[src/rtl/pipeline_hazard_ctrl.sv]
// Pipeline control for the 5-stage core: register enables and bubble strobes
// for load-use hazards, taken branches and multi-cycle data-memory accesses.
module pipeline_hazard_ctrl #(
    parameter int MEM_TIMEOUT = 15,
    parameter int CNT_W       = 16
) (
    input  logic             clk,
    input  logic             reset,
    input  logic [4:0]       id_rs,
    input  logic [4:0]       id_rt,
    input  logic             id_uses_rs,
    input  logic             id_uses_rt,
    input  logic             ex_mem_read,
    input  logic [4:0]       ex_rd,
    input  logic             branch_taken,
    input  logic             mem_req,
    input  logic             mem_ready,
    output logic             pc_enable,
    output logic             ifid_enable,
    output logic             idex_enable,
    output logic             exmem_enable,
    output logic             memwb_enable,
    output logic             ifid_flush,
    output logic             idex_flush,
    output logic [CNT_W-1:0] stall_count,
    output logic             mem_timeout,
    output logic             state
);

    localparam logic [0:0] ST_RUN      = 1'b0;
    localparam logic [0:0] ST_MEM_WAIT = 1'b1;

    localparam int              WC_W   = (MEM_TIMEOUT < 2) ? 1 : $clog2(MEM_TIMEOUT + 1);
    localparam logic [WC_W-1:0] WC_MAX = WC_W'(MEM_TIMEOUT);

    logic [0:0]       r_state;
    logic [WC_W-1:0]  r_wait_cnt;
    logic [CNT_W-1:0] r_stall_count;
    logic             r_mem_timeout;

    logic             w_lu;
    logic             w_ms;
    logic [0:0]       w_next_state;
    logic [WC_W-1:0]  w_next_wait;
    logic             w_freeze;
    logic [4:0]       w_en;
    logic [1:0]       w_fl;

    assign w_lu = ex_mem_read && (ex_rd != 5'd0) &&
                  ((id_uses_rs && (id_rs == ex_rd)) || (id_uses_rt && (id_rt == ex_rd)));
    assign w_ms = mem_req && !mem_ready;

    // w_en = {pc, ifid, idex, exmem, memwb}, w_fl = {ifid, idex}.
    always_comb begin
        // NOTE: every signal gets a default first so no path through this block infers a latch.
        w_en         = 5'b00000;
        w_fl         = 2'b00;
        w_next_state = r_state;
        w_next_wait  = r_wait_cnt;
        w_freeze     = 1'b0;
        if (reset) begin
            w_next_state = ST_RUN;
            w_next_wait  = '0;
        end else if (r_state == ST_RUN && w_ms) begin
            w_freeze     = 1'b1;
            w_next_state = ST_MEM_WAIT;
            w_next_wait  = WC_W'(1);
        end else if (r_state == ST_MEM_WAIT && !mem_ready) begin
            w_freeze    = 1'b1;
            w_next_wait = (r_wait_cnt >= WC_MAX) ? WC_MAX : r_wait_cnt + WC_W'(1);
        end else begin
            // Release cycle or plain RUN: branch outranks load-use since the
            // hazarding ID instruction is flushed anyway.
            w_next_state = ST_RUN;
            w_next_wait  = '0;
            if (branch_taken) begin
                w_en = 5'b11111;
                w_fl = 2'b11;
            end else if (w_lu) begin
                w_en = 5'b00111;
                w_fl = 2'b01;
            end else begin
                w_en = 5'b11111;
            end
        end
    end

    always_ff @(posedge clk or posedge reset) begin
        if (reset) begin
            r_state       <= ST_RUN;
            r_wait_cnt    <= '0;
            r_stall_count <= '0;
            r_mem_timeout <= 1'b0;
        end else begin
            // NOTE: non-blocking assignments so every register samples pre-edge values.
            r_state    <= w_next_state;
            r_wait_cnt <= w_next_wait;
            if (!w_en[4] && (r_stall_count != {CNT_W{1'b1}}))
                r_stall_count <= r_stall_count + CNT_W'(1);
            if (w_freeze && (MEM_TIMEOUT > 0) && (w_next_wait == WC_MAX))
                r_mem_timeout <= 1'b1;
        end
    end

    assign pc_enable    = w_en[4];
    assign ifid_enable  = w_en[3];
    assign idex_enable  = w_en[2];
    assign exmem_enable = w_en[1];
    assign memwb_enable = w_en[0];
    assign ifid_flush   = w_fl[1];
    assign idex_flush   = w_fl[0];
    assign stall_count  = r_stall_count;
    assign mem_timeout  = r_mem_timeout;
    assign state        = r_state;

endmodule

[config.mk]
export PLATFORM = sky130hd
export DESIGN_NAME = pipeline_hazard_ctrl
export DESIGN_NICKNAME = d
export VERILOG_FILES = /design/src/rtl/pipeline_hazard_ctrl.sv
export SDC_FILE = /design/constraint.sdc
export NUM_CORES = 1
export LEC_CHECK = 0
export ABC_AREA = 0
export CORE_AREA = 4 4 61 63
export DETAILED_ROUTE_END_ITERATION = 16
export DIE_AREA = 0 0 65 67
export PLACE_DENSITY = 0.75
export SLEW_MARGIN = 20
export SYNTH_ARGS = -nofsm -noshare
export SYNTH_HDL_FRONTEND = slang
export SYNTH_SLANG_ARGS = --single-unit
export TNS_END_PERCENT = 1
[constraint.sdc]
create_clock -name clk -period 1.7 [get_ports clk]
set_clock_uncertainty 0.1 [all_clocks]
set_input_delay 0.34 -clock clk [delete_from_list [all_inputs] [get_ports clk]]
set_output_delay 0.34 -clock clk [all_outputs]
set_load 0.01 [all_outputs]
==> out/qor.txt <==
Status: complete, but fails checks
Failing checks: negative setup slack
Detailed-route via count: 1160
Clock share of power: 16.6%
Net switching power figure: 0.860 mW
Pwr Total: 2.42 mW
GRT busiest layer: met2
Largest net degree at the start of global routing: 23
Critical Path RT: 1.26 ns
Hpwl dp: 2470 um
Final period util: 119%
R2R depth: 7
Syn_nets: 148
Max_slew headroom: 80.6%
CTS clock-pin slew for the worst setup and hold paths: 0.12 ns
Sequential fraction of the synthesis area: 45.1%
I/O pins: 48
Pwr Density: 1190 nW/um2
Worst Hold Path Cells: 3
Layout area overhead: 66.7%
RSZ-0062 raised after global routing: true
Syn Area/Cell: 9.93 um2
Synth area leader: dfrtp_1
CTS tree: built
Nets: 224
Top post-synthesis cells by area: dfrtp_1 45%, xor2_1 9.3%, xnor2_1 8.6%, nor2_1 4.3%, nor3_1 3.7%
Routed length per placed instance: 13.9 um
Yosys reg bits: 22
I/O Buffers: 47
1st-iter DRT viols: 17
DIE WIDTH: 65 um
Worst-path cell chain: buf_8 -> or4_4 -> o21ai_2 -> and2b_1 -> o21a_1 -> buf_2
Slew Limit Fails: 0
Logic pwr share: 51.2%
Fin crit period: 2.02 ns
Floorplan row count: 21
Worst setup margin: -0.316 ns
Die area: 4360 um2
Synth top area share: 45.1%
Global Route Usage Sum: 16.8%
DIE HEIGHT: 67 um
Slew @ Worst Pin: 0.290 ns
Startpoint types: input pin
DP Area: 1900 um2
Antenna cells: 0
First-pass GRT wire length: 5640 um
Netlist cell types: 29
Antenna violations before repair: 0
R2R setup slack: -0.20 ns
Critical setup path kind: input pin to output port
Setup crit end kind: output port
Largest fanout on the critical path: 3
CTS Buffer Depth: 2
RePlAce Congestion: 0.766
H-tree depth: 1
Num Clock Sinks: 22
CP peak stage delay: 0.53 ns
Number of global-route vias before repair: 1278
Total number of yosys warnings: 0
Layout cells sized above 1: 33.8%
M2 GR Usage: 30.3%
VDD IR-drop max: 0.921 mV
Max_cap viols: 0
Fin area: 2040 um2
Cts bufs inserted: 3
CP bufs+invs: 2
Net Sw Frac: 35.5%
Worst skew pair latency: 0.32 ns
DR DRC count: 0
Detailed Route WL: 3400 um
Pre-CTS setup slack: -1.09 ns
CP max-delay cell: or4_4
Critical path data arrival time: 1.58 ns
Int Power: 1.56 mW
Vias per cell: 4.75
Post-Syn Area: 1220 um2
1st-pass router iterations: 4
Cell chosen for the clock root: clkbuf_4
Number of cells on the critical path: 6
Final setup vio count: 19
Met3 Usage GRT: 3.88%
Overflow after GRT: 0
Antenna viol nets, final: 0
Initial core utilization: 37.8%
Hold Crit Class: input pin to flip-flop
Post-CTS Hold Buffers: 0
GR Util met1: 19.5%
Footprint of the multi-input gates: 713 um2
Synth Instances: 123
Register area: 552 um2
Highest Clock Rate: 496 MHz
Seq pwr share: 32.2%
Final Hold Viols: 0
Filler cell count: 283
Core Footprint: 3230 um2
Top delay family on crit path: simple AND/OR/NAND/NOR gates
Static leakage: 0.951 nW
-- cells in the final DEF, fill, tap and decap left out, types with 2 or more instances in the layout --
| cell type | instances |
|---|---|
| buf_4 | 28 |
| dlygate4sd2_1 | 27 |
| dfrtp_1 | 21 |
| xor2_1 | 13 |
| xnor2_1 | 11 |
| nand2_1 | 9 |
| nand3_1 | 8 |
| nor2_1 | 8 |
| inv_1 | 6 |
| nor2_2 | 6 |
| nor3_2 | 6 |
| clkdlybuf4s50_1 | 6 |
| nand4_1 | 4 |
| buf_2 | 4 |
| nor3_1 | 3 |
| clkbuf_4 | 3 |
| dlymetal6s2s_1 | 3 |
| a31o_4 | 2 |
| and2_1 | 2 |
| nor4_2 | 2 |
| ha_1 | 2 |
| buf_8 | 2 |
| buf_6 | 2 |
-- flip-flops by register name (all words and copies together), names as in the netlist --
register	count
mem_timeout	1
stall_count	16
r_wait_cnt	4
state	1
-- routing by layer --
metal | share of wire [%] | up-vias
met2 | 49 | 46
met4 | 1.4 | 0
met5 | 0 | -
met1 | 42 | 540
met3 | 7.3 | 5
li1 | - | 569
-- cells by family after synthesis --
group | count (synthesis) | share of synthesized area [%]
mux | 1 | 1.23
xor+xnor | 25 | 17.9
compound gates | 8 | 5.94
buf+inv | 10 | 5.33
simple gates | 55 | 22.4
flops | 22 | 45.1
fa+ha+maj | 2 | 2.05
-- worst reg2reg max path, cell delays in order (launching register included) --
cell and delay [ns]:
dfrtp_1 0.40, and4_1 0.22, and2_2 0.20, nand3_1 0.11
nor2_2 0.07, a31o_4 0.31, nor4_2 0.25, xor2_1 0.18
-- repair_timing --
action,CTS,global route
buffers inserted,1,0
resized for setup,87,15
endpoints found under the hold margin,0,0
cloned,1,0
setup endpoints to repair,40,24
pin swaps,17,8
-- synth_stat cells, drive strengths merged --
cell type and n:
dfrtp 22, nor2 14, xor2 13, xnor2 12, nand2 9, nor3 9
nand3 8, inv 6, buf 4, nand4 4, and2 3, nor4 3
ha 2, a21boi 1, a21oi 1, a31o 1, a31oi 1, a41o 1
and2b 1, and3 1, and4 1, mux2 1, nor3b 1, o21a 1
o21ai 1, o22ai 1, or4 1
-- worst paths after layout --
kind,end,from
worst max-delay path,idex_flush,ex_rd[2]
worst min-delay path,state,mem_req
min in group asynchronous,stall_count[10],reset
max in group asynchronous,stall_count[15],reset
worst min register to register,mem_timeout,mem_timeout
worst max register to register,stall_count[14],stall_count[7]
-- cell type report --
| cell class | instances | share of cell area [%] |
|---|---|---|
| Clock buffer | 3 | 1.11 |
| Clock inverter | 1 | 1.48 |
| Inverter | 6 | 1.11 |
| Multi-Input combinational cell | 92 | 35.0 |
| Sequential cell | 22 | 27.1 |
| Tap cell | 46 | 2.83 |
| Timing Repair Buffer | 74 | 31.3 |
-- power groups by stage --
| stage | Sequential [mW] | Combinational (mW) | Clock (mW) |
|---|---|---|---|
| 5_1_grt | 0.806 | 1.33 | 0.428 |
| 2_1_floorplan | 0.955 | 0.340 | 0 |
| 3_3_place_gp | 0.785 | 1.26 | 0 |
| 6_report | 0.781 | 1.24 | 0.402 |
| 3_5_place_dp | 0.792 | 1.29 | 0 |
| 4_1_cts | 0.783 | 1.22 | 0.406 |
-- metrics by stage --
stage / std cells / hold slack [ns] / setup TNS, ns / utilization [%]
final: 244 / 0.262 / -2.70 / 63.0
after global routing: 244 / 0.271 / -4.34 / 63.0
after CTS: 244 / 0.389 / -3.44 / 61.9
after detailed placement: 238 / 0.360 / -19.52 / 58.8
after global placement: 238 / 0.353 / -18.34 / 58.8
after floorplan: 123 / 0.229 / -4.08 / -
Note: power is estimated with default switching activity, not from simulation.
